===== src/rtl/lab_pkg.sv =====
// rtl/lab_pkg.sv - shared types and constants for the LED lab blocks
package lab_pkg;

  typedef enum logic [1:0] {
    S_WALK_IDLE,
    S_WALK_MOVE,
    S_WALK_SETTLED
  } walker_state_t;

  localparam logic [3:0] BLANK_INDEX          = 4'hF;
  localparam int         DEFAULT_TICK_DIVISOR = 25_000_000;

endpackage


===== src/rtl/index_to_one_hot.sv =====
// rtl/index_to_one_hot.sv - 4-bit index to NUM_POS-bit one-hot decode, zero when out of range
module index_to_one_hot #(
  parameter int NUM_POS = 10
) (
  input  logic [3:0]         index_i,
  output logic [NUM_POS-1:0] one_hot_o
);

  always_comb begin
    one_hot_o = '0;
    for (int k = 0; k < NUM_POS; k++) begin
      one_hot_o[k] = (index_i == 4'(k));
    end
  end

endmodule


===== src/rtl/led_position_walker.sv =====
// rtl/led_position_walker.sv - one-hot LED bar whose lit position walks one step per tick toward a target
module led_position_walker
  import lab_pkg::*;
#(
  parameter int TICK_DIVISOR = DEFAULT_TICK_DIVISOR,
  parameter int NUM_POS      = 10
) (
  input  logic               Clock,
  input  logic               Resetn,
  input  logic [3:0]         target_i,
  input  logic               load_i,
  output logic [NUM_POS-1:0] one_hot_o,
  output logic [3:0]         position_o,
  output logic               moving_o,
  output logic               done_o
);

  localparam int CNT_W = (TICK_DIVISOR > 2) ? $clog2(TICK_DIVISOR) : 1;
  localparam logic [CNT_W-1:0] CNT_LAST = CNT_W'(TICK_DIVISOR - 1);

  logic [1:0]       r_rst_sync;
  logic             w_rst_n;
  walker_state_t    r_state, w_state_nxt;
  logic [3:0]       r_position, w_position_nxt;
  logic [3:0]       r_target, w_target_nxt;
  logic [CNT_W-1:0] r_cnt, w_cnt_nxt;
  logic             r_done, w_done_nxt;
  logic             w_load_blank, w_load_valid;
  logic [3:0]       w_goal, w_step;

  // Reset asserts immediately but releases only on a clock edge.
  always_ff @(posedge Clock or negedge Resetn) begin
    if (!Resetn) r_rst_sync <= 2'b00;
    else         r_rst_sync <= {r_rst_sync[0], 1'b1};
  end
  assign w_rst_n = r_rst_sync[1];

  assign w_load_blank = load_i && (target_i == BLANK_INDEX);
  assign w_load_valid = load_i && (target_i < 4'(NUM_POS));

  always_comb begin
    w_state_nxt    = r_state;
    w_position_nxt = r_position;
    w_target_nxt   = r_target;
    w_cnt_nxt      = '0;
    w_done_nxt     = 1'b0;
    w_goal         = w_load_valid ? target_i : r_target;
    w_step         = (w_goal > r_position) ? r_position + 4'd1 : r_position - 4'd1;

    if (w_load_blank) begin
      w_state_nxt    = S_WALK_IDLE;
      w_position_nxt = BLANK_INDEX;
      w_target_nxt   = '0;
    end else begin
      case (r_state)
        S_WALK_IDLE: begin
          if (w_load_valid) begin
            w_position_nxt = 4'd0;
            w_target_nxt   = target_i;
            if (target_i == 4'd0) begin
              w_state_nxt = S_WALK_SETTLED;
              w_done_nxt  = 1'b1;
            end else begin
              w_state_nxt = S_WALK_MOVE;
            end
          end
        end
        S_WALK_SETTLED: begin
          if (w_load_valid) begin
            w_target_nxt = target_i;
            if (target_i == r_position) w_done_nxt  = 1'b1;
            else                        w_state_nxt = S_WALK_MOVE;
          end
        end
        S_WALK_MOVE: begin
          // A retarget keeps the running count so the step cadence is unbroken.
          w_target_nxt = w_goal;
          if (w_load_valid && (target_i == r_position)) begin
            w_state_nxt = S_WALK_SETTLED;
            w_done_nxt  = 1'b1;
          end else if (r_cnt == CNT_LAST) begin
            w_position_nxt = w_step;
            if (w_step == w_goal) begin
              w_state_nxt = S_WALK_SETTLED;
              w_done_nxt  = 1'b1;
            end
          end else begin
            w_cnt_nxt = r_cnt + CNT_W'(1);
          end
        end
        default: begin
          w_state_nxt    = S_WALK_IDLE;
          w_position_nxt = BLANK_INDEX;
        end
      endcase
    end
  end

  always_ff @(posedge Clock or negedge w_rst_n) begin
    if (!w_rst_n) begin
      r_state    <= S_WALK_IDLE;
      r_position <= BLANK_INDEX;
      r_target   <= '0;
      r_cnt      <= '0;
      r_done     <= 1'b0;
    end else begin
      r_state    <= w_state_nxt;
      r_position <= w_position_nxt;
      r_target   <= w_target_nxt;
      r_cnt      <= w_cnt_nxt;
      r_done     <= w_done_nxt;
    end
  end

  index_to_one_hot #(
    .NUM_POS (NUM_POS)
  ) u_decode (
    .index_i   (r_position),
    .one_hot_o (one_hot_o)
  );

  assign position_o = r_position;
  assign moving_o   = (r_state == S_WALK_MOVE);
  assign done_o     = r_done;

endmodule


===== config.mk =====
export PLATFORM = sky130hd
export DESIGN_NAME = led_position_walker
export DESIGN_NICKNAME = d
export VERILOG_FILES = /design/src/rtl/lab_pkg.sv /design/src/rtl/index_to_one_hot.sv /design/src/rtl/led_position_walker.sv
export SDC_FILE = /design/constraint.sdc
export NUM_CORES = 1
export LEC_CHECK = 0
export CORE_ASPECT_RATIO = 1.2
export CORE_MARGIN = 10
export CORE_UTILIZATION = 60
export DETAILED_ROUTE_END_ITERATION = 10
export PLACE_DENSITY = 0.83
export SLEW_MARGIN = 15
export SYNTH_ARGS = -nofsm -noshare
export SYNTH_HDL_FRONTEND = slang
export SYNTH_SLANG_ARGS = --single-unit
export TNS_END_PERCENT = 1

===== constraint.sdc =====
create_clock -name Clock -period 2.2 [get_ports Clock]
set_input_delay 0.22 -clock Clock [delete_from_list [all_inputs] [get_ports Clock]]
set_output_delay 0.22 -clock Clock [all_outputs]
set_load 0.02 [all_outputs]

; ---- Word-level counts from Yosys, hierarchy flattened
; Index checks and enable logic that the tools add are counted.
; W data, S select, Z words.
[op_classes]
n_mux = 31
n_addsub = 3
n_eq_ne = 23
order_cmp = 2
reduce_logical = 10
[op_table]
columns = cell, count
row1 = $mux W25, 4
row2 = $mux W4, 8
row3 = $add A25 B1 Y25 const B, 1
row4 = $eq A25 B25 Y1 const B, 1
row5 = $eq A4 B3 Y1 const B, 4
row6 = $mux W2, 8
row7 = $eq A4 B4 Y1 const B, 3
row8 = $ne A3 B3 Y1 const B, 4
row9 = $pmux W4 S3, 1
row10 = $eq A4 B2 Y1 const B, 2
row11 = $eq A4 B4 Y1, 2
row12 = $logic_not A4 Y1, 2
row13 = $mux W1, 8
row14 = $ne A4 B1 Y1 const B, 2
row15 = $pmux W2 S3, 1
row16 = $reduce_and A5 Y1, 1
row17 = $add A4 B1 Y4 const B, 1
row18 = $eq A4 B1 Y1 const B, 1
row19 = $gt A4 B4 Y1, 1
row20 = $lt A4 B4 Y1 const B, 1
row21 = $reduce_and A4 Y1, 1
row22 = $sub A4 B1 Y4 const B, 1
row23 = $logic_and A1 B1 Y1, 3
row24 = $ne A3 B1 Y1 const B, 1
row25 = other kinds (7), 7
[totals]
elab_cells = 75
input_bits = 7
output_inout_bits = 16
register_bits = 38

; ---- Longest topological paths before layout
; Gate-level depths: netlist (run 1).
[logic_depth]
word_depth = 11
depth_mapped = 12
ltp_nobuf = 12

; ---- Cells and area by module
; From an unflattened synthesis (run 1), not the netlist that was laid out.
[hier_totals]
cells_unflattened = 250
hier_area_um2 = 2388.5
[by_module_without_submodules]
columns = mod, cells_per_inst, n_inst, area_each_um2, seq_area_each_um2
row1 = led_position_walker, 236, 1, 2225.9, 955.9
row2 = index_to_one_hot, 14, 1, 162.7, 0.0

; ---- Worst setup path after synthesis (run 1)
; No wires, ideal clock.
[synth_path]
path_kind = flip-flop to flip-flop
startpoint = register r_position[2], in the netlist position_o[2]
endpoint = register r_state[0]
path_stages_with_launch = 10
required_ns = 2.058
n_path_buf = 1
setup_time_ns = 0.142
t_arrival_ns = 2.256
period_less_slack_ns = 2.398
path_slack_ns = -0.198
cell_sequence = dfstp_2 buf_6 inv_2 ha_1 and4_1 a21oi_2 mux2i_1 xor2_1 nor4_2 o32ai_1
[synth_between]
elab_chain_cells = 5
word_cells_on_any_way = 14
classes_between = add/sub: 2 / order compare: 1 / eq/ne: 5 / mux: 4 / reduce/logical: 2
[synth_lines]
columns = element, line_no
row1 = from (decl), led_position_walker.sv:24  ; logic [3:0] r_position, w_position_nxt;
row2 = from (signal assigned), led_position_walker.sv:108  ; r_position <= w_position_nxt;
row3 = "$sub A4 B1 Y4, or another cell as far along", led_position_walker.sv:48  ; w_step = (w_goal > r_position) ? r_position + 4'd1 : r_position - 4'd1;
row4 = $mux W4 or $logic_and A1 B1 Y1 (tied branches), "led_position_walker.sv:48, led_position_walker.sv:78"
row5 = $eq A4 B4 Y1 or $mux W2 (tied branches), "led_position_walker.sv:83, led_position_walker.sv:78"
row6 = $ne A4 B1 Y1 (no source line) or $pmux W2 S3 (tied branches), n/a
row7 = $reduce_and A5 Y1 (no source line) or $mux W2 (tied branches), n/a
row8 = to (signal assigned), led_position_walker.sv:107  ; r_state <= w_state_nxt;
row9 = to (decl), led_position_walker.sv:23  ; walker_state_t r_state, w_state_nxt;
; Several ways; a longest one is shown, not always the timed one.
; A chain may end at the register's enable or synchronous reset.

; ---- Final worst setup path (run 1)
[layout_path]
startpoint = register r_target[1]
endpoint = register r_done, in the netlist done_o
[layout_between]
elab_chain_cells = 9
[layout_lines]
columns = element, line_no
row1 = from (decl), led_position_walker.sv:25  ; logic [3:0] r_target, w_target_nxt;
row2 = from (signal assigned), led_position_walker.sv:109  ; r_target <= w_target_nxt;
row3 = $mux W4 (*), n/a
row4 = $gt A4 B4 Y1, led_position_walker.sv:48
row5 = $mux W4, led_position_walker.sv:48
row6 = $eq A4 B4 Y1 (*), led_position_walker.sv:83  ; if (w_step == w_goal) begin
row7 = $mux W1 (*), led_position_walker.sv:83
row8 = $mux W1 (*), led_position_walker.sv:81  ; end else if (r_cnt == CNT_LAST) begin
row9 = $mux W1 (*), led_position_walker.sv:78  ; if (w_load_valid && (target_i == r_position)) begin
row10 = $pmux W1 S3 (*), led_position_walker.sv:55  ; case (r_state)
row11 = $mux W1 (*), led_position_walker.sv:50  ; if (w_load_blank) begin
row12 = net w_done_nxt, led_position_walker.sv:27  ; logic r_done, w_done_nxt;
row13 = to (signal assigned), led_position_walker.sv:111  ; r_done <= w_done_nxt;
row14 = to (decl), led_position_walker.sv:27
; The timed path passes the listed nets; every way through them passes the cells marked *.

==> summary.txt, run 1 <==
Outcome
  • Outcome: finished with violations
  • Failing checks: setup timing

Worst setup path
  • Critical Path AT: 2470 ps
  • Termination of the worst setup path: done_o
  • Critical path origin: r_target[1]
  • Startpoint type of the worst setup path: flip-flop
  • Crit path kind: flip-flop to flip-flop
  • R2R depth: 11
  • Worst setup EP type: flip-flop
  • Reg2Reg Launch Point: r_target[1]
  • FF-to-FF setup slack: -90 ps
  • Max Fanout on Critical Path: 3
  • FF-to-FF End: done_o
  • WP data required: 2380 ps

Drt
  • Initial DRC count: between 150 and 200
  • Total iterations of the first detailed-routing run: 4
  • Drc violations: 0
  • Total number of vias: 2050
  • Routed Antenna Nets: 0
  • Wirelength per Cell: roughly 15 um
  • DRT Wirelength: 5.66 mm
  • Vias per cell: about 5.6

Clocking
  • Clk slew on worst S/H paths: 70 ps
  • Clock buffer depth: 2
  • Clock Root Buffer: clkbuf_8
  • CTS tree: built
  • Num CTS Buffers: 5
  • Clock latency on the worst-skew pair: 290 ps
  • H-Tree Depth: 2
  • Clk sinks: 38

Place
  • Routability cong.: between 0.8 and 0.9
  • IO buf count: 22
  • DP Area: ~2900 um2
  • Detailed Place HPWL: 4.14 mm
  • DP Worst Slack: -739 ps

Pwr
  • Int Power: around 0.0022 W
  • Net Switching: 0.00153 W
  • Power density cells: 1220 nW/um2
  • Part of the power in the clock network: 12.1%
  • Pleak: 1.40 nW
  • Total power: ~0.0038 W
  • Peak VDD IR: 0.000540 V
  • Sequential power share: 25.7%
  • Switching part of the total power: between 40% and 50%
  • Comb power frac: a little over 60%

Final layout
  • Filler cells: 277
  • Diodes inserted: 0
  • Most frequent cells in the layout: nor2_1 (43), buf_4 (35), dfrtp_1 (34), nand2_1 (18)
  • Layout cells sized above 1: a little over a quarter
  • Commonest non-fill, non-tap cell in the layout: nor2_1
  • Final Instance Area: 3080 um2
  • Synthesis-to-layout area growth: 27.6%
  • Fin nets: 332

GRT
  • Pin count of the biggest net entering global routing: 37
  • Most Used Layer, Global Route: met2
  • Met1 usage: between 15 and 20%
  • First-pass GRT wire length: 9.87 mm
  • Initial antenna violation count: 0
  • Global-route track usage on met2: 34.1%
  • Vias in the first global route: 2157
  • Grt total ovfl: 0
  • Met3 track demand over resource: approximately 4.1%
  • Gr usage total: 17.5%

Synthesis
  • Mean Syn Cell Area: 9.37 um2
  • EDFF count, synth: 0
  • Synthesis-stage register bit count: 38
  • Asr flop ratio synth: 100%
  • Mapped Area: 2420 um2
  • Cell variety after synth: 51
  • Post-synthesis cell count: 258
  • Synth Net Count: 274
  • YS warnings: 0
  • Main flop type after synthesis: dfrtp_1
  • Sequential share of the synthesized area: 39.5%

Timing
  • Worst hold slack: between 80 and 90 ps
  • Final period utilization: 104%
  • Final Max Tran Viols: 0
  • Final Hold Viols: 0
  • Final min period: 2290 ps
  • Setup TNS: -247 ps
  • Fin worst setup slack: -92.4 ps
  • Clock skew: 5.99 ps
  • F_max: between 400 and 500 MHz
  • Setup Viol. Count Final: 3
  • RSZ-0062 raised after global routing: yes

Die
  • Die area: 6980 um2
  • I/O pins: 23
  • Die width: between 70 and 80 um
  • Chip Height: 89.5 um
  • FP Rows: 25
  • Placeable core area: 3910 um2
  • Initial Util: just over 60%

Hold path
  • Worst Hold Class: input port to asynchronous set/reset pin

Flow run
  • Max Cap Violations: 0
-- power by group through the flow --
stage / Clock (W) / Combinational (W) / Sequential (W)
3_5_place_dp: 0 / 0.00209 / 0.000970
6_report: 0.000455 / 0.00234 / 0.000965
4_1_cts: 0.000469 / 0.00231 / 0.000960
2_1_floorplan: 0 / 0.00133 / 0.00102
5_1_grt: 0.000496 / 0.00254 / 0.000979
3_3_place_gp: 0 / 0.00201 / 0.000961
-- sequential cells by signal, indices dropped and copies added (netlist names) --
name        count
done_o          1
position_o      4
r_cnt          25
r_rst_sync      2
r_state         2
r_target        4
-- per-stage QoR --
| stage | util, % | instances |
|---|---|---|
| 6_report | 78.9 | 369 |
| 5_1_grt | 78.9 | 369 |
| 4_1_cts | 78.6 | 369 |
| 3_5_place_dp | 74.4 | 357 |
| 3_3_place_gp | 74.4 | 357 |
| 2_1_floorplan | - | 258 |
-- cells by family (layout without fill, tap and decap cells) --
group / Yosys count / in the layout / synth area share, %
AO/OA/AOI/OAI: 26 / 26 / 7.97
buffers and inverters: 16 / 73 / 4.35
AND/OR/NAND/NOR: 127 / 127 / 27.8
XOR/XNOR: 33 / 33 / 12.0
flip-flops: 38 / 38 / 39.5
multiplexers: 8 / 8 / 3.57
adder cells (fa/ha/maj): 9 / 9 / 4.66
other: 1 / 1 / 0.155
-- critical path: stages, from the launching register on --
cell and delay, ps:
dfrtp_1 400, o21ai_2 150, inv_2 70, ha_4 270, nor2b_4 150, o211ai_4 110, a21oi_4 180, mux2i_2 270
xor2_1 200, nor4_2 50, buf_4 140, a31o_1 200
-- worst min-delay path by stage --
stage / to / slack (ps) / start / cells past startpoint
after floorplan: r_rst_sync[0] / -80 / Resetn / 0
final: r_rst_sync[0] / 90 / Resetn / 1
after global placement: r_cnt[3] / 290 / r_rst_sync[1] / 1
after global routing: r_rst_sync[0] / 80 / Resetn / 1
after CTS: r_rst_sync[0] / 90 / Resetn / 1
after detailed placement: r_cnt[3] / 290 / r_rst_sync[1] / 1
-- cell type report --
class,count,area [um2],area share [%]
clock buffer,6,82.6,2.68
inverter,9,33.8,1.10
multi-input combinational,204,1450,47.1
sequential,38,956,31.0
tap,54,67.6,2.19
timing repair buffer,58,492,15.9
-- synth_stat cells, drive strengths merged (2+ instances only) --
cell type   n  area (um2)
dfrtp      34         851
inv         9        33.8
nor2       45         169
o211ai      2        20.0
nand3b      3        22.5
xor2       17         149
nor4b       2        30.0
and4        4        38.8
mux2i       6        60.1
buf         6        57.6
dfstp       4         105
nand3      17        85.1
nand2      18        67.6
ha          9         113
mux2        2        26.3
nor2b       4        25.0
a211oi      4        30.0
nand4       5        31.3
nor4        4        37.5
a21boi      3        22.5
o21ai       7        38.8
nor3        3        15.0
or2         2        12.5
and3       10        65.1
and2        5        31.3
xnor2      16         140
a21oi       6        45.1
-- routing by layer --
layer	vias up	wire length [um]	share of wire [%]
met2	47	3030	54
met4	0	138	2.4
met3	12	252	4.5
met5	-	0	0
li1	1004	-	-
met1	987	2230	39
-- timing repair --
action	CTS	global route
pin swaps	8	6
setup endpoints to repair	13	10
hold buffers	0	0
buffers inserted	6	0
resized for setup	23	12
Note: power is estimated with default switching activity, not from simulation.
==> run 2: changes to the inputs <==
--- a/config.mk
+++ b/config.mk
@@ -7,10 +7,10 @@
 export LEC_CHECK = 0
 export CORE_ASPECT_RATIO = 1.2
 export CORE_MARGIN = 10
-export CORE_UTILIZATION = 60
+export CORE_UTILIZATION = 52
 export DETAILED_ROUTE_END_ITERATION = 10
-export PLACE_DENSITY = 0.83
-export SLEW_MARGIN = 15
+export GPL_TIMING_DRIVEN = 0
+export PLACE_DENSITY = 0.76
 export SYNTH_ARGS = -nofsm -noshare
 export SYNTH_HDL_FRONTEND = slang
 export SYNTH_SLANG_ARGS = --single-unit
==> constraint.sdc (replaced) <==
create_clock -name Clock -period 2.05 [get_ports Clock]
set_input_delay 0.205 -clock Clock [delete_from_list [all_inputs] [get_ports Clock]]
set_output_delay 0.205 -clock Clock [all_outputs]
set_load 0.02 [all_outputs]
==> run 2 against run 1 <==
Effect of this change: the run still ends with setup timing left; sequential share of layout area increased by 0.53 points; total power increased by 6.6%; critical path depth decreased by 1; non-clock buffer count decreased by 16; cell area decreased by 1.5%; routed wire length decreased by 8.2%; worst hold slack got worse by 18 ps; worst setup slack got worse by 170 ps; global-route usage decreased by 3.6 points; core utilization decreased by 12 points; first-iteration DRC count decreased by 43%; sequential cell count unchanged; critical path type unchanged; largest power group unchanged.
==> summary.txt, run 2 (synthesis results as in run 1) <==
Die
  • Initial Util: 53.0% (-8.8 points)
  • Die area: 7790 um2 (+12%)
  • Die width: 82.2 um (+5.5%)
  • Placeable core area: 4560 um2 (+17%)
  • I/O pins: 23 (unchanged)
  • Chip Height: 94.7 um (+5.8%)
  • FP Rows: 27 (+8.0%)

Flow run
  • Max Cap Violations: 0 (unchanged)

Clocking
  • H-Tree Depth: 2 (unchanged)
  • Clk slew on worst S/H paths: 80 ps (about the same)
  • Num CTS Buffers: 5 (unchanged)
  • Clock latency on the worst-skew pair: 290 ps (about the same)
  • Clock Root Buffer: clkbuf_8
  • CTS Hold Bufs: 0 (unchanged)
  • Clk sinks: 38 (unchanged)
  • CTS tree: built
  • Clock buffer depth: 2 (unchanged)

Drt
  • Initial DRC count: 103 (-43%)
  • Wirelength per Cell: 14.5 um (-5.7%)
  • Total iterations of the first detailed-routing run: 4 (unchanged)
  • Vias per cell: 5.45 (-1.8%)
  • DRT Wirelength: 5.19 mm (-8.2%)
  • Routed Antenna Nets: 0 (unchanged)
  • Drc violations: 0 (unchanged)
  • Total number of vias: 1958 (-4.5%)

GRT
  • Initial antenna violation count: 0 (unchanged)
  • Vias in the first global route: 1931 (-10%)
  • Gr usage total: 13.9% (-3.6 points)
  • Grt total ovfl: 0 (unchanged)
  • First-pass GRT wire length: 8.79 mm (-11%)
  • Pin count of the biggest net entering global routing: 37 (unchanged)

Final layout
  • Layout cells sized above 1: 23.9% (-2.1 points)
  • Finished Layout Cells: 359 (-2.7%)
  • Largest Register: r_cnt
  • Diodes inserted: 0 (unchanged)
  • Synthesis-to-layout area growth: 25.6%
  • Commonest non-fill, non-tap cell in the layout: nor2_1
  • Most frequent cells in the layout: nor2_1 (44), dfrtp_1 (33), xor2_1 (17), nand2_1 (16), nand3_1 (16)
  • Filler cells: 383 (+38%)
  • Max FFs per register: 25 (unchanged)
  • Fin nets: 316 (-4.8%)

Timing
  • Clock skew: 8.33 ps (+2.34 ps)
  • F_max: 433 MHz (-0.83%)
  • Setup Viol. Count Final: 5 (+2)
  • Final Max Tran Viols: 0 (unchanged)
  • RSZ-0062 raised after global routing: yes
  • Rel. slew slack: 47.9%
  • Worst-Margin Slew: approximately 780 ps
  • Fin worst setup slack: -262 ps (-169 ps)
  • Final period utilization: 113% (+8.6 points)
  • Final min period: 2310 ps (+19.1 ps)
  • Final Hold Viols: 0 (unchanged)

Place
  • IO buf count: 22 (unchanged)
  • DP Worst Slack: -1120 ps (-377 ps)
  • Routability cong.: 0.846 (-0.98%)
  • Detailed Place HPWL: 3.68 mm (-11%)
  • Cell count after placement: 338 (-5.3%)

Worst setup path
  • Reg2Reg Launch Point: position_o[1]
  • Crit-path cells: inv_4, ha_4, nor2b_4, o211ai_4, a21oi_4, mux2i_2, xor2_1, nor4_2, buf_4, o211a_1
  • FF-to-FF setup slack: -260 ps (-170 ps)
  • Critical Path AT: 2490 ps (+20 ps)
  • Slowest stage delay, CP: 570 ps (+170 ps)
  • Worst setup EP type: flip-flop
  • Crit path kind: flip-flop to flip-flop
  • WP data required: 2230 ps (-150 ps)
  • Max Fanout on Critical Path: 4 (+1)
  • Slowest cell on crit path: dfstp_2
  • Critical path origin: position_o[1]
  • Startpoint type of the worst setup path: flip-flop

Pwr
  • Pleak: 1.31 nW (-6.4%)
  • Power density cells: 1320 nW/um2 (+8.3%)
  • Peak VDD IR: 0.000483 V (-11%)

Outcome
  • Failing checks: setup timing
  • Outcome: finished with violations

Hold path
  • Worst Hold Class: input port to asynchronous set/reset pin
-- run 2: changes by cell type in the layout (fill, tap and decap cells not counted), moves of 2 or more --
cell	change
buf_4	-25
buf_6	+5
dlymetal6s2s_1	-3
buf_8	+2
clkdlybuf4s15_2	+2
dlygate4sd2_1	+2
inv_2	-2
nand2_1	-2
nand2_2	+2
xnor2_1	-2
xnor2_2	+2
-- run 2: path summary, 6_finish.rpt --
check	to	depth (start not counted)
setup / recovery	r_state[1]	10
hold / removal	r_rst_sync[0]	1
setup reg to reg	r_state[1]	10
min in group Clock	r_rst_sync[1]	0
hold reg to reg	r_cnt[21]	0
max in group asynchronous	r_cnt[5]	0
-- run 2: cell type report --
type / instances / area [um2] / share of cell area (%)
Sequential cell: 38 / 957 / 31.5
Tap cell: 58 / 72.6 / 2.39
Buffer: 7 / 82.6 / 2.72
Timing Repair Buffer: 35 / 309 / 10.2
Clock buffer: 7 / 86.3 / 2.84
Inverter: 9 / 36.3 / 1.19
Clock inverter: 1 / 5.00 / 0.165
Multi-Input combinational cell: 204 / 1490 / 49.0
-- run 2: repair_timing --
item                                    CTS  global route
setup buffers                            10             4
gates resized for setup                  40             8
endpoints found under the setup margin   37            30
gates cloned                              0             0
pin swaps                                14             2
-- run 2: stage by stage --
step | power (W) | instance area, um2 | hold slack, ps | utilization (%) | setup TNS [ps]
after global placement | 0.00300 | 2750 | 335 | 60.3 | -12660
after floorplan | 0.00252 | 2460 | -90.6 | - | -629
final | 0.00401 | 3040 | 71.7 | 66.6 | -856
after global routing | 0.00430 | 3040 | 70.2 | 66.6 | -3940
after detailed placement | 0.00304 | 2750 | 339 | 60.3 | -13150
after CTS | 0.00390 | 2980 | 65.1 | 65.3 | -797
-- run 2: power by group --
| group | switching [W] | internal (W) |
|---|---|---|
| clock | 0.000255 | 0.000271 |
| combinational | 0.00125 | 0.00121 |
| sequential | 0.000124 | 0.000905 |
| total | 0.00163 | 0.00239 |
-- run 2: metal layers --
| layer | up-vias | track usage [%] | part of all wire [%] |
|---|---|---|---|
| met4 | 0 | 4.55 | 1.1 |
| met1 | 938 | 16.8 | 42 |
| met3 | 6 | 3.42 | 5.8 |
| met5 | - | 0 | 0 |
| li1 | 976 | - | - |
| met2 | 38 | 23.3 | 51 |
-- run 2: critical path, delay by kind of cell, from the launching register on --
kind	cells	cell delay (ps)
and+or+nand+nor	2	210
AOI/OAI and AO/OA	3	470
xor gates and xnor gates	1	210
muxes	1	280
DFF	1	570
adders and majority gates	1	270
buffers and inverters	2	200
==> RTL change 1 (settings of run 2) <==
Re-encode `walker_state_t` (3 states) as one-hot, 3 bits wide.
--- a/src/rtl/lab_pkg.sv
+++ b/src/rtl/lab_pkg.sv
@@ -2,8 +2,8 @@
 package lab_pkg;
 
-  typedef enum logic [1:0] {
-    S_WALK_IDLE,
-    S_WALK_MOVE,
-    S_WALK_SETTLED
+  typedef enum logic [2:0] {
+    S_WALK_IDLE    = 3'b001,
+    S_WALK_MOVE    = 3'b010,
+    S_WALK_SETTLED = 3'b100
   } walker_state_t;
 
Formal check against the unedited RTL: same outputs for any inputs over 10 cycles, from zero or initial values and one cycle with Resetn low; not proved beyond that.
==> RTL change 1 against run 2 <==
The run still ends with negative setup slack left. Cell area shrank 1.7%. Combinational power decreased by 12%. Cell count is 0.56% lower. Worst setup slack worse by 0.35 ns. Core utilization rose by 1.9 points. First-iteration DRC count shrank 2.9%. Maximum frequency is 13% lower. Area after synthesis is 1.4% lower. Wire length fell by 0.35%. Power shrank 6.5%. Sequential cell count grew 1. Largest cell class unchanged. Largest power group unchanged.
==> RTL change 1: results <==
group,metric,value,unit
sta,fin_skew,0.00688,ns
power_and_ir_drop,clkPwrFrac,0.137,
grt,grt_pass1_wl,9140,um
sta,setup_viol,27,
status,outcome,"complete, but fails checks",
sta,slew_headroom,0.479,
power_and_ir_drop,peakVddDrop,0.567,mV
place,dp_hpwl,3740,um
power_and_ir_drop,total_leakage_power,1.30,nW
grt,grt_max_degree,38,
logic_synthesis,synth_area_leaders,"dfrtp_1 (36%), nor2_1 (7.9%), xnor2_1 (7.0%)",
logic_synthesis,yosysSeqAreaShare,0.412,
logic_synthesis,synth.net_count,279,
worst_setup_path,crit_fanout,10,
logic_synthesis,synth.distinct_cells,40,
worst_setup_path,cp.arrival,2.83,ns
place,placed_cell_area,0.00269,mm^2
logic_synthesis,synth_compound_area_frac,0.0887,
worst_setup_path,cp_slowest_stage_delay,0.54,ns
detailed_routing,viasPerCell,5.53,
detailed_routing,wirelength,5170,um
logic_synthesis,synth_fa_ha_area_frac,0.0472,
status,violations,"negative setup slack",
sta,fin_ws,-0.613,ns
cells_and_area,fillers,352,
cells_and_area,instances_no_fill,357,
grt,grt_use_total,0.144,
place,placedCellCount,340,
logic_synthesis,synth-xor-area-share,0.129,
logic_synthesis,synth_common_cells,"nor2_1 (50), dfrtp_1 (34), xnor2_1 (19)",
## RTL change 1: cells by family after synthesis
logic type      count (synthesis)
mux                             8
xor+xnor                       35
flops                          39
compound gates                 31
simple gates                  124
buf+inv                        16
other cells                     1
fa+ha+maj                       9
## RTL change 1: final timing paths
kind / start / to / slack (ns) / depth (start not counted)
setup / recovery: position_o[2] / r_state[1] / -0.61 / 10
hold / removal: Resetn / r_rst_sync[0] / 0.07 / 1
hold reg to reg: r_rst_sync[0] / r_rst_sync[1] / 0.35 / 0
setup reg to reg: position_o[2] / r_state[1] / -0.61 / 10
min in group Clock: r_rst_sync[0] / r_rst_sync[1] / 0.35 / 0
max in group asynchronous: r_rst_sync[1] / r_target[1] / 1.19 / 0
## RTL change 1: repair_timing
action,in CTS,in global routing
pin swaps,11,1
buffers inserted,8,1
endpoints found under the setup margin,39,35
gates resized for setup,39,15
## RTL change 1: per-stage QoR
stage	total power, mW	worst slack [ns]	TNS [ns]
floorplan	2.36	-0.605	-1.95
global placement	2.80	-1.48	-19.09
detailed placement	2.83	-1.49	-19.54
CTS	3.66	-0.615	-4.37
global route	4.03	-0.711	-8.57
finish	3.75	-0.613	-4.20
## RTL change 1: area by class of cell
type,count,area (um^2),area share
buffer,6,41.3,0.0138
clock buffer,7,86.3,0.0289
clock inverter,1,5.00,0.00168
inverter,10,41.3,0.0138
multi-input combinational,208,1500,0.502
sequential,39,983,0.329
tap,56,70.1,0.0235
timing repair buffer,30,260,0.0872
## RTL change 1: metal layers
metal  up-vias  global-route usage  part of all wire  wire (um)
li1        975                   -                 -          -
met1       960               0.161              0.42       2160
met2        35               0.262              0.53       2720
met3         5              0.0297             0.047        244
met4         0              0.0455             0.010         53
met5         -                   0                 0          0
==> RTL change 2 (flow settings as in run 2) <==
Made on the original files. `NUM_POS` is set to 10 in 2 places; all go to 9.
--- a/src/rtl/index_to_one_hot.sv
+++ b/src/rtl/index_to_one_hot.sv
@@ -1,5 +1,5 @@
 // rtl/index_to_one_hot.sv - 4-bit index to NUM_POS-bit one-hot decode, zero when out of range
 module index_to_one_hot #(
-  parameter int NUM_POS = 10
+  parameter int NUM_POS = 9
 ) (
   input  logic [3:0]         index_i,
--- a/src/rtl/led_position_walker.sv
+++ b/src/rtl/led_position_walker.sv
@@ -4,5 +4,5 @@
 #(
   parameter int TICK_DIVISOR = DEFAULT_TICK_DIVISOR,
-  parameter int NUM_POS      = 10
+  parameter int NUM_POS      = 9
 ) (
   input  logic               Clock,
Interface: changed (resized one_hot_o); port bits go from 23 to 22. No check against the original RTL was run, so the function may have changed too.
==> RTL change 2 against run 2 <==
The run still ends with negative setup slack left. Sequential cell count is the same. Worst setup slack worse by 0.18 ns. Area after synthesis shrank 3.1%. Combinational power down 30%. Wire length is 1.8% lower. Critical path type unchanged. Cell area is 7.6% lower. Non-clock buffer count decreased by 11. Largest cell class unchanged. Power shrank 17%.
==> RTL change 2: results <==
group,metric,value,unit
status,outcome,"complete, but fails checks",
status,violations,"negative setup slack",
sta,final.setup.tns,-2.26,ns
cells_and_area,num_antenna_cells,0,
place,placedCellCount,340,
place,dp_hpwl,3770,um
logic_synthesis,synth.distinct_cells,43,
worst_setup_path,r2r-end,"done_o",
logic_synthesis,synthMuxAreaShare,0.00427,
worst_setup_path,r2r-start,"r_target[1]",
logic_synthesis,synth_fa_ha_area_frac,0.0481,
logic_synthesis,synth_common_cells,"nor2_1 (48), dfrtp_1 (34), nand2_1 (18)",
power_and_ir_drop,peakVddDrop,0.588,mV
detailed_routing,wl_per_cell,14.5,um
logic_synthesis,synth_area_leaders,"dfrtp_1 (36%), nor2_1 (7.7%), xor2_1 (6.4%)",
place,place_ws,-1.05,ns
logic_synthesis,yosysSeqAreaShare,0.408,
cells_and_area,fillers,387,
power_and_ir_drop,intPower,1.98,mW
worst_setup_path,cp.arrival,2.71,ns
sta,slew_headroom,0.396,
detailed_routing,via_count,1963,
place,port_buffers,17,
grt,grt_use_total,0.144,
place,placed_cell_area,0.00265,mm^2
logic_synthesis,synth.net_count,282,
sta,fin_ws,-0.445,ns
power_and_ir_drop,total_leakage_power,1.20,nW
sta,setup_viol,6,
-- RTL change 2: changes by cell type in the layout (fill, tap and decap cells not counted), moves of 4 or more --
cell / delta
mux2i_1: -4
inv_1: +5
buf_4: -7
o21ai_0: +4
buf_6: -4
a21oi_1: +6
clkbuf_1: +4
nand4_1: +4
-- RTL change 2: routing by layer --
| metal | vias up | routed length (um) | GRT usage |
|---|---|---|---|
| met5 | - | 0 | 0 |
| met4 | 0 | 133 | 0.0650 |
| met3 | 14 | 302 | 0.0393 |
| met2 | 47 | 2570 | 0.257 |
| met1 | 932 | 2090 | 0.151 |
| li1 | 970 | - | - |
-- RTL change 2: power by group through the flow --
stage / logic, mW / registers, mW / clock network [mW]
after detailed placement: 1.66 / 1.03 / 0
after global routing: 1.92 / 1.03 / 0.659
after global placement: 1.63 / 1.03 / 0
after CTS: 1.67 / 1.01 / 0.631
final: 1.72 / 1.02 / 0.612
after floorplan: 1.15 / 1.05 / 0
-- RTL change 2: cells by family (layout without fill, tap and decap cells) --
group | Yosys count | after routing
AND/OR/NAND/NOR | 124 | 124
multiplexers | 1 | 1
buffers and inverters | 21 | 50
AO/OA/AOI/OAI | 39 | 39
adder cells (fa/ha/maj) | 9 | 9
other | 1 | 1
XOR/XNOR | 33 | 33
flip-flops | 38 | 38
-- RTL change 2: cell type report --
type | instances | area [um^2] | area share
Multi-Input combinational cell | 207 | 1370 | 0.488
Inverter | 11 | 41.3 | 0.0147
Clock inverter | 1 | 30.0 | 0.0107
Buffer | 10 | 66.3 | 0.0236
Timing Repair Buffer | 21 | 198 | 0.0704
Tap cell | 56 | 70.1 | 0.0250
Sequential cell | 38 | 956 | 0.341
Clock buffer | 7 | 76.3 | 0.0272
-- RTL change 2: worst min path at each step --
stage,endpoint,slack (ns),depth (start not counted)
2_1_floorplan,r_rst_sync[0],-0.09,0
3_3_place_gp,r_rst_sync[1],0.34,0
3_5_place_dp,r_rst_sync[1],0.34,0
4_1_cts,r_rst_sync[0],0.06,1
5_1_grt,r_rst_sync[1],0.07,1
6_report,r_rst_sync[1],0.07,1
-- RTL change 2: repair_timing --
action | 4_1_cts | 5_1_grt
resized for setup | 18 | 7
setup endpoints to repair | 16 | 29
buffers inserted | 3 | 0
pin swaps | 6 | 5
-- RTL change 2: critical path: stages (launching register included) --
cell	delay, ns
dfrtp_1	0.41
o211ai_1	0.11
o2111ai_2	0.17
ha_1	0.34
nor2b_1	0.13
o211ai_1	0.14
a21oi_2	0.29
mux2i_2	0.35
xnor2_2	0.17
nand4_1	0.14
a21oi_2	0.15
